File: src/rtl/qif_tdm_scheduler.sv
// Time-multiplexed quadratic integrate-and-fire scheduler: one shared update datapath
// walks N membrane registers per tick. Define QIF_SAT_EN to saturate instead of wrap.
module qif_tdm_scheduler #(
  parameter int               NUM_NEURONS = 4,
  parameter logic signed [7:0] THRESH     = 8'sd50,
  parameter logic signed [7:0] V_RESET    = -8'sd20,
  localparam int              IW          = (NUM_NEURONS > 1) ? $clog2(NUM_NEURONS) : 1
) (
  input  logic                 clk,
  input  logic                 rst_n,
  input  logic                 tick_start,
  output logic                 busy,
  output logic                 done,
  output logic                 cur_req,
  output logic [IW-1:0]        cur_idx,
  input  logic                 cur_valid,
  input  logic signed [7:0]    cur_data,
  output logic                 spk_valid,
  output logic [IW-1:0]        spk_idx,
  input  logic                 spk_ready,
  input  logic                 v_wr_en,
  input  logic [IW-1:0]        v_wr_idx,
  input  logic signed [7:0]    v_wr_data,
  input  logic [IW-1:0]        v_rd_idx,
  output logic signed [7:0]    v_rd_data
);

  typedef enum logic [2:0] {S_IDLE, S_FETCH, S_UPDATE, S_EMIT, S_DONE} state_t;

  state_t                        r_state, w_state_nxt;
  logic [IW-1:0]                 r_idx, w_idx_nxt;
  logic signed [7:0]             r_cur;
  logic [NUM_NEURONS-1:0][7:0]   w_vals;
  logic signed [7:0]             w_cur_v;
  logic                          w_last, w_spike, w_upd_en, w_dbg_en, w_wr_ok, w_rd_ok;
  logic signed [10:0]            w_v11, w_i11, w_vq, w_sum;
  logic signed [7:0]             w_upd;

  assign w_cur_v  = $signed(w_vals[r_idx]);
  assign w_last   = (r_idx == IW'(NUM_NEURONS - 1));
  assign w_spike  = (w_cur_v >= THRESH);
  assign w_upd_en = (r_state == S_UPDATE);
  assign w_wr_ok  = ({1'b0, v_wr_idx} < (IW+1)'(NUM_NEURONS));
  assign w_rd_ok  = ({1'b0, v_rd_idx} < (IW+1)'(NUM_NEURONS));
  // Debug writes only land while idle and not racing a pass start.
  assign w_dbg_en = (r_state == S_IDLE) && !tick_start && v_wr_en && w_wr_ok;

  // QIF step at 11 bits; signed '/' truncates toward zero.
  assign w_v11 = {{3{w_cur_v[7]}}, w_cur_v};
  assign w_i11 = {{3{r_cur[7]}}, r_cur};
  assign w_vq  = w_v11 / 11'sd8;
  assign w_sum = w_v11 + (w_i11 / 11'sd4) + (w_vq * w_vq);

`ifdef QIF_SAT_EN
  always_comb begin
    w_upd = 8'(w_sum);
    if (w_sum > 11'sd127)       w_upd = 8'sd127;
    else if (w_sum < -11'sd128) w_upd = -8'sd128;
  end
`else
  assign w_upd = 8'(w_sum);
`endif

  for (genvar g = 0; g < NUM_NEURONS; g++) begin : g_neuron
    logic signed [7:0] r_v;
    always_ff @(posedge clk) begin
      if (!rst_n)                                 r_v <= '0;
      else if (w_upd_en && (r_idx == IW'(g)))     r_v <= w_spike ? V_RESET : w_upd;
      else if (w_dbg_en && (v_wr_idx == IW'(g)))  r_v <= v_wr_data;
    end
    assign w_vals[g] = r_v;
  end

  always_ff @(posedge clk) begin
    if (!rst_n) begin
      r_state <= S_IDLE;
      r_idx   <= '0;
      r_cur   <= '0;
    end else begin
      r_state <= w_state_nxt;
      r_idx   <= w_idx_nxt;
      if (r_state == S_FETCH && cur_valid) r_cur <= cur_data;
    end
  end

  always_comb begin
    w_state_nxt = r_state;
    w_idx_nxt   = r_idx;
    case (r_state)
      S_IDLE: if (tick_start) begin
        w_state_nxt = S_FETCH;
        w_idx_nxt   = '0;
      end
      S_FETCH: if (cur_valid) w_state_nxt = S_UPDATE;
      S_UPDATE: begin
        if (w_spike)     w_state_nxt = S_EMIT;
        else if (w_last) w_state_nxt = S_DONE;
        else begin
          w_state_nxt = S_FETCH;
          w_idx_nxt   = r_idx + 1'b1;
        end
      end
      S_EMIT: if (spk_ready) begin
        if (w_last) w_state_nxt = S_DONE;
        else begin
          w_state_nxt = S_FETCH;
          w_idx_nxt   = r_idx + 1'b1;
        end
      end
      S_DONE:  w_state_nxt = S_IDLE;
      default: w_state_nxt = S_IDLE;
    endcase
  end

  assign busy      = (r_state != S_IDLE);
  assign done      = (r_state == S_DONE);
  assign cur_req   = (r_state == S_FETCH);
  assign cur_idx   = r_idx;
  assign spk_valid = (r_state == S_EMIT);
  assign spk_idx   = r_idx;
  assign v_rd_data = w_rd_ok ? $signed(w_vals[v_rd_idx]) : 8'sd0;

endmodule

File: config.mk
export PLATFORM = sky130hd
export DESIGN_NAME = qif_tdm_scheduler
export DESIGN_NICKNAME = d
export VERILOG_FILES = /design/src/rtl/qif_tdm_scheduler.sv
export SDC_FILE = /design/constraint.sdc
export NUM_CORES = 1
export LEC_CHECK = 0
export CAP_MARGIN = 15
export CORE_MARGIN = 2
export CORE_UTILIZATION = 40
export CTS_BUF_LIST = sky130_fd_sc_hd__clkbuf_4 sky130_fd_sc_hd__clkbuf_8
export CTS_CLUSTER_SIZE = 40
export DETAILED_ROUTE_END_ITERATION = 16
export PLACE_DENSITY = 0.66
export SYNTH_ARGS = -nofsm -noshare
export SYNTH_HDL_FRONTEND = slang
export SYNTH_SLANG_ARGS = --single-unit
File: constraint.sdc
create_clock -name clk -period 5.8 [get_ports clk]
set_input_delay 1.16 -clock clk [delete_from_list [all_inputs] [get_ports clk]]
set_output_delay 1.16 -clock clk [all_outputs]
set_load 0.03 [all_outputs]
==> metrics.txt, run 1 <==
GR Util All Layers=0.191; DRC errors left=0; Worst VDD drop=around 110 uV; Cells after DPL=568; TNS Setup=0 ns; critical-path maximum fanout=6; Synth cell types=44; pwr/cell area=188 mW/mm^2; Post-synth EDFFs=0; Largest stage delay, worst path=about 0.53 ns; Least-Margin Pin Slew=approximately 0.71 ns; pin count of the biggest net entering global routing=46; Post-DP Area=0.00452 sq mm; fraction of registers with async set/reset=0; Tmin final=~5.7 ns; die area=between 0.01 and 0.015 sq mm; gate count of the mapped netlist=roughly 400; # hold bufs at CTS=0; critical path's slowest cell=fa_1; commonest non-fill, non-tap cells in the layout=inv_1, dfxtp_1, clkdlybuf4s50_1; fmax=about 0.18 GHz; final hold vios=0; # setup viols final=0; Critical path buffers and inverters=5; slew margin rel.=0.528; H-tree Lvls=2; n_diodes=0; Cell Area, Synth=approximately 0.0038 sq mm; cts bufs inserted=5; Hold Crit Class=reg2reg; Placer Congestion=slightly below 0.9; total number of vias=3098; status=completed; post-DP HPWL=between 7 and 8 mm; WL final=around 9.3 mm; fin nets=between 500 and 600; syn avg cell area=9.65 sq um; layout cells sized above 1=0.185; switching power=roughly 280 uW; routed len/inst=16.0 um; initial antenna violation count=0; final design area excluding fillers=around 0.0048 sq mm; Syn Nets=about 480; Skew-Pair Late Insertion Delay=0.32 ns; sw frac=0.314; FP Rows=35; Via density=~5.3; Non-Filler Instances=between 500 and 600; P&R area growth vs syn=25.6%; # Max-Cap Violations=0; Yosys reg bits=45; CTS tree=done; sequential power share=0.375; Synth warnings=0; worst path cell trace=mux4_2 -> o31a_1 -> ha_4 -> ha_4 -> nand3_4 -> xnor2_2 -> and2_4 -> inv_2 -> fa_1 -> inv_1 -> fa_1 -> ha_4 -> fa_1 -> inv_1 -> fa_1 -> inv_2 -> ha_4 -> o21ai_2 -> o21ai_1 -> a21oi_2 -> xnor2_1 -> mux2i_1 -> buf_4 -> a21oi_1; worst-case clock buffer depth=2; final period utilization=0.982; clock sink total=between 40 and 50; Die Height=102 um; CP Data Required Time=around 6 ns; Crit path max-delay family=adder cells; TritonRoute pass-1 iters=5; RSZ-0062 raised after global routing=true; Port Buf Inserts=between 40 and 50; core area=slightly above 0.009 sq mm; Int Pwr=621 uW; Logic pwr share=0.298; commonest non-fill, non-tap cell in the layout=inv_1; clk_skew=0.0100 ns; Slew Limit Fails=0; leakage power=around 0.0021 uW; sequential-to-total area share from yosys stat=0.236; grt total ovfl=0; Clk network pwr share=0.327; Synth Flop Type=dfxtp_1; number of global-route vias before repair=just over 3000; crit end category=register; remaining antenna violation count=0; root buffer cell=clkbuf_8; first-pass GRT wire length=around 15 mm; post-layout total power=about 900 uW; CP Class=reg2reg; Die Wd=102 um; Initial DRC Count=between 150 and 200; Worst-path clk slew=around 0.09 ns; CP arrival=~6 ns; io pins=42; initial core utilization=0.414; Setup crit start kind=register; Hold WS=0.526 ns
-- worst register-to-register path: cells and delay by family (launching register included) --
family          cells  cell delay (ns)
mux                 2             0.72
buf+inv             5             0.33
xor+xnor            2             0.31
compound gates      5             0.71
simple gates        2             0.24
fa+ha+maj           8             2.87
flops               1             0.40
-- cell families (layout without fill, tap and decap cells) --
kind of cell               after synthesis  count (layout)  synth area share
and+or+nand+nor                        105             105             0.146
AOI/OAI and AO/OA                       77              77             0.147
buffers and inverters                   65             122            0.0691
adders and majority gates               54              54             0.216
DFF                                     45              45             0.236
muxes                                   38              38             0.155
xor gates and xnor gates                12              12            0.0311
-- layout make-up --
cell class / count / area [sq um]
fillers: 850 / 4440
flip-flops and latches: 45 / 906
clock buffers: 5 / 68.8
multi-input cells: 286 / 2820
repair buffers: 66 / 598
clock inverters: 3 / 68.8
inverters: 48 / 180
well taps: 129 / 161
-- metal layers --
layer / wire length (um) / track usage
met5: 0 / 0
met4: 72 / 0.0457
met3: 501 / 0.0317
met2: 4600 / 0.326
met1: 4150 / 0.253
-- flip-flops by register name (all words and copies together), names as in the netlist --
signal,count
cur_idx,2
g_neuron.r_v,32
r_cur,8
r_state,3
-- what timing repair did --
action | 4_1_cts | 5_1_grt
setup endpoints to repair | 7 | 9
resized for setup | 6 | 15
setup buffers | 3 | 3
pin swaps | 9 | 14
-- metrics by stage --
step / setup WS [ns] / util
CTS: 0.00376 / 0.511
global route: -0.0895 / 0.520
finish: 0.105 / 0.520
floorplan: 0.00557 / -
detailed placement: -0.113 / 0.489
global placement: -0.0661 / 0.489
-- synthesized netlist by cell type, drive strengths merged (3+ instances only) --
library cell / n / area [sq um]
fa: 20 / 400
and3: 5 / 31.3
nand3: 4 / 20.0
xnor2: 9 / 78.8
nand2: 39 / 146
a22oi: 23 / 173
o211a: 4 / 40.0
nor2b: 9 / 56.3
inv: 48 / 180
ha: 34 / 425
a21boi: 14 / 105
a21bo: 3 / 30.0
a21oi: 7 / 35.0
dfxtp: 45 / 901
buf: 5 / 38.8
clkbuf: 12 / 45.0
nor3b: 4 / 30.0
nor4: 3 / 37.5
mux4: 16 / 368
nand2b: 4 / 25.0
a211oi: 3 / 22.5
o21ai: 15 / 75.1
nor2: 13 / 48.8
and2: 16 / 100
mux2i: 20 / 200
-- power groups by stage --
stage                     registers [uW]  clock network, uW  logic, uW
after floorplan                      338                  0        179
after CTS                            339                300        265
after detailed placement             346                  0        258
final                                339                296        270
after global placement               346                  0        255
after global routing                 342                310        296
-- worst paths after layout --
check | slack [ns] | depth (start not counted) | startpoint | end
worst max-delay path | 0.10 | 24 | cur_idx[1]$_SDFFE_PN0P_ | g_neuron[0].r_v[7]$_SDFFE_PN0P_
worst min-delay path | 0.53 | 2 | r_cur[4]$_SDFFE_PN0P_ | r_cur[4]$_SDFFE_PN0P_
worst min register to register | 0.53 | 2 | r_cur[4]$_SDFFE_PN0P_ | r_cur[4]$_SDFFE_PN0P_
worst max register to register | 0.10 | 24 | cur_idx[1]$_SDFFE_PN0P_ | g_neuron[0].r_v[7]$_SDFFE_PN0P_
(Power assumes the default switching activity.)
==> run 2: changes to the inputs <==
--- a/config.mk
+++ b/config.mk
@@ -7,11 +7,12 @@
 export LEC_CHECK = 0
 export CAP_MARGIN = 15
 export CORE_MARGIN = 2
-export CORE_UTILIZATION = 40
+export CORE_UTILIZATION = 53
 export CTS_BUF_LIST = sky130_fd_sc_hd__clkbuf_4 sky130_fd_sc_hd__clkbuf_8
 export CTS_CLUSTER_SIZE = 40
 export DETAILED_ROUTE_END_ITERATION = 16
-export PLACE_DENSITY = 0.66
+export PLACE_DENSITY = 0.83
+export SETUP_SLACK_MARGIN = 0.4
 export SYNTH_ARGS = -nofsm -noshare
 export SYNTH_HDL_FRONTEND = slang
 export SYNTH_SLANG_ARGS = --single-unit
==> metrics.txt, run 2 (same netlist as run 1, synthesis figures left out) <==
status=finished with violations; violated checks=setup timing; Hold Path Sink=r_cur[1]$_SDFFE_PN0P_; clk_skew=0.0114 ns; HP Start=r_cur[1]$_SDFFE_PN0P_; Top Registers=g_neuron.r_v x32, r_cur x8, r_state x3; n_diodes=0; grt total ovfl=0; PnR worst setup slack=-0.169 ns; FP Rows=30; GR met3 Demand/Resource=0.0295; # Max-Cap Violations=0; reg-to-reg endpoint=g_neuron[3].r_v[7]$_SDFFE_PN0P_; layout cells sized above 1=0.231; Via density=about 6; worst path cell trace=mux4_2 -> o31a_1 -> ha_4 -> ha_4 -> nand3_4 -> xnor2_4 -> and2_4 -> inv_1 -> fa_1 -> inv_1 -> fa_1 -> ha_4 -> fa_1 -> inv_1 -> fa_1 -> inv_2 -> ha_4 -> o21ai_2 -> o21ai_1 -> a21oi_1 -> xnor2_1 -> mux2i_2 -> a21oi_1; slew margin rel.=0.519; leakage power=roughly 0.0021 uW; CTS tree=done; worst-case clock buffer depth=2; largest register by flop count=g_neuron.r_v; Die Height=between 80 and 90 um; fin nets=~530; Setup crit start kind=register; r2r setup slk=-0.17 ns; post-layout total power=843 uW; number of global-route vias before repair=about 3300; pwr/cell area=roughly 170 mW/mm^2; Non-Filler Instances=551; final period utilization=1.03; io pins=42; CP arrival=approximately 6.1 ns; max reg flops=32; Largest stage delay, worst path=~0.53 ns; RSZ-0062 raised after global routing=true; Hold Crit Class=reg2reg; cts bufs inserted=5; Die Wd=between 80 and 90 um; # hold bufs at CTS=0; remaining antenna violation count=0; commonest non-fill, non-tap cell in the layout=dfxtp_1; Tmin final=5.97 ns; routed len/inst=roughly 19 um; DRC errors left=0; r2r worst-path depth=23; fin util=0.703; total number of vias=approximately 3300; P&R area growth vs syn=26.3%; H-tree Lvls=2; core area=slightly below 0.007 sq mm; Post-DP Area=~0.0044 sq mm; TNS Setup=-0.603 ns; clock sink total=45; Least-Margin Pin Slew=~0.72 ns; # setup viols final=4; worst reg2reg path startpoint=cur_idx[1]$_SDFFE_PN0P_; commonest non-fill, non-tap cells in the layout=dfxtp_1, clkdlybuf4s50_1, inv_1; Skew-Pair Late Insertion Delay=0.31 ns; Most Used Layer, Global Route=met2; Worst VDD drop=between 100 and 150 uV; Initial DRC Count=~230; GR Util All Layers=0.268; critical path's slowest cell=mux4_2; post-DP HPWL=7.46 mm; final hold vios=0; initial antenna violation count=0; hold path depth=2; M2 GR Usage=0.474; initial core utilization=0.556; Placer Congestion=0.936; fmax=0.168 GHz; final design area excluding fillers=roughly 0.0048 sq mm; met1 usage=0.335; Worst-path clk slew=0.09 ns; pin count of the biggest net entering global routing=30; CP Class=reg2reg; WL final=10.4 mm; crit end category=register; first-pass GRT wire length=16.1 mm; critical-path maximum fanout=5; root buffer cell=clkbuf_8; die area=0.00790 sq mm; fill count=between 400 and 500; Port Buf Inserts=around 40; TritonRoute pass-1 iters=5; register area=about 910 sq um; multi-input logic area=0.00291 sq mm; Cells after DPL=roughly 530; CP Data Required Time=5.97 ns; Slew Limit Fails=0
run 2: where the power goes:
| part | internal, uW | switching (uW) |
|---|---|---|
| registers | 323 | 17.5 |
| clock network | 83.7 | 116 |
| logic | 140 | 163 |
run 2: stage by stage:
stage / worst slack [ns] / hold WS [ns]
after global placement: 0.0578 / 0.501
final: -0.169 / 0.530
after detailed placement: -0.0858 / 0.506
after floorplan: 0.102 / 0.483
after CTS: 0.0679 / 0.528
after global routing: -0.286 / 0.557
run 2: layer usage:
metal  wire length [um]  share of wire  vias to the layer above
li1                   -              -                     1490
met1               4110           0.39                     1598
met2               5250           0.50                      160
met3                716          0.069                       38
met4                358          0.034                        0
met5                  0              0                        -
run 2: how the worst max path moves through the flow:
stage                                 start                              end  slack (ns)  cells after the start
finish              cur_idx[1]$_SDFFE_PN0P_  g_neuron[3].r_v[7]$_SDFFE_PN0P_       -0.17                     23
global route        cur_idx[1]$_SDFFE_PN0P_  g_neuron[1].r_v[7]$_SDFFE_PN0P_       -0.29                     23
CTS                 cur_idx[1]$_SDFFE_PN0P_  g_neuron[3].r_v[7]$_SDFFE_PN0P_        0.07                     23
detailed placement  cur_idx[1]$_SDFFE_PN0P_  g_neuron[3].r_v[7]$_SDFFE_PN0P_       -0.09                     23
global placement    cur_idx[1]$_SDFFE_PN0P_  g_neuron[3].r_v[7]$_SDFFE_PN0P_        0.06                     23
floorplan           cur_idx[1]$_SDFFE_PN0P_  g_neuron[0].r_v[7]$_SDFFE_PN0P_        0.10                     24
run 2: critical path, delay by kind of cell (launching register included):
family                     cells  cell delay (ns)
adders and majority gates      8             2.81
buffers and inverters          4             0.21
muxes                          2             0.96
AOI/OAI and AO/OA              5             0.86
DFF                            1             0.39
and+or+nand+nor                2             0.25
xor gates and xnor gates       2             0.37
run 2: cell type report:
cell class / instances / area share
flip-flops and latches: 45 / 0.188
clock inverters: 3 / 0.00337
repair buffers: 68 / 0.129
inverters: 48 / 0.0373
well taps: 96 / 0.0249
multi-input cells: 286 / 0.603
clock buffers: 5 / 0.0143
run 2: repair_timing:
item,4_1_cts,5_1_grt
gates resized for setup,23,22
pin swaps,18,23
gates cloned,0,0
setup buffers,12,3
endpoints found under the setup margin,13,19
==> patch: new RTL, flow settings as in run 2 <==
Add a define of `QIF_SAT_EN`.
--- a/src/rtl/qif_tdm_scheduler.sv
+++ b/src/rtl/qif_tdm_scheduler.sv
@@ -1,5 +1,7 @@
 // Time-multiplexed quadratic integrate-and-fire scheduler: one shared update datapath
 // walks N membrane registers per tick. Define QIF_SAT_EN to saturate instead of wrap.
+`define QIF_SAT_EN
+
 module qif_tdm_scheduler #(
   parameter int               NUM_NEURONS = 4,
   parameter logic signed [7:0] THRESH     = 8'sd50,
Check against the original RTL: not equivalent (Yosys sat finds a counterexample within 10 cycles, from zero or initial values and one cycle with rst_n low).
==> patch against run 2 <==
The run still ends with negative setup slack left. Area after synthesis grew 24%. Synthesized cell count grew 31%. Worst setup slack worse by 0.68 ns. Worst hold slack got worse by 0.070 ns. Sequential cell count did not move. Non-clock buffer count rose by 73. Design area is 34% higher. Power decreased by 8.5%. Routed wire length up 42%. Largest power group unchanged. Highest routed layer unchanged.
==> patch: results (changes against run 2) <==
setup slack after layout=-0.850 ns (-0.681 ns); Layout Cell Area excl Fill=6450 µm² (+34%); post_cts resized=20 (-13%); routed length on met3=1.07 mm (+49%); met2 Usage GRT=0.544 (+0.0707); non-clock buffer count in the final layout=141 (+110%); met2 wire len=7.59 mm (+44%); Max rail drop VDD=0.187 mV (+35%); status=finished with violations; first-pass GRT wire length=23.4 mm (+45%); average size of a mapped cell=9.19 µm² (-4.8%); clk tree area frac=0.0134 (-0.00424); failing checks=negative setup slack; Sequential Power Share=0.418 (+0.014); setup violators final=32 (+28); final setup TNS=-25.46 ns (-24.86 ns); Switching Share=0.333 (-0.0179); placed insts=743 (+41%); worst reg2reg path depth=24 (+4.3%); vias in the first global route=4857 (+46%); Non-clk invs=72 (+50%); GRT Overall Usage=0.302 (+0.0340); placed inst area=6110 µm² (+38%); M3 GR Usage=0.0355 (+0.00591); synthesized net count=629 (+32%); GPL Wtd Cong=0.915 (-2.3%)
[patch: cell count changes after synthesis, sizes merged, moves of 16 or more]
| cell | before | now |
|---|---|---|
| a22o | 0 | 23 |
| a31oi | 1 | 21 |
| fa | 20 | 41 |
| inv | 48 | 72 |
| mux2i | 20 | 3 |
| nor2 | 13 | 44 |
| o21ai | 15 | 31 |
[patch: final timing paths]
check	to	slack, ns
setup / recovery	g_neuron[2].r_v[0]$_SDFFE_PN0P_	-0.85
hold / removal	r_cur[4]$_SDFFE_PN0P_	0.46
setup reg to reg	g_neuron[2].r_v[0]$_SDFFE_PN0P_	-0.85
hold reg to reg	r_cur[4]$_SDFFE_PN0P_	0.46
[patch: logic make-up after synthesis]
logic type                 count (synthesis)  share of synthesized area
AOI/OAI and AO/OA                        134                      0.191
and+or+nand+nor                          121                      0.125
buffers and inverters                     92                     0.0780
adders and majority gates                 86                      0.291
DFF                                       45                      0.190
xor gates and xnor gates                  20                     0.0429
muxes                                     19                     0.0824
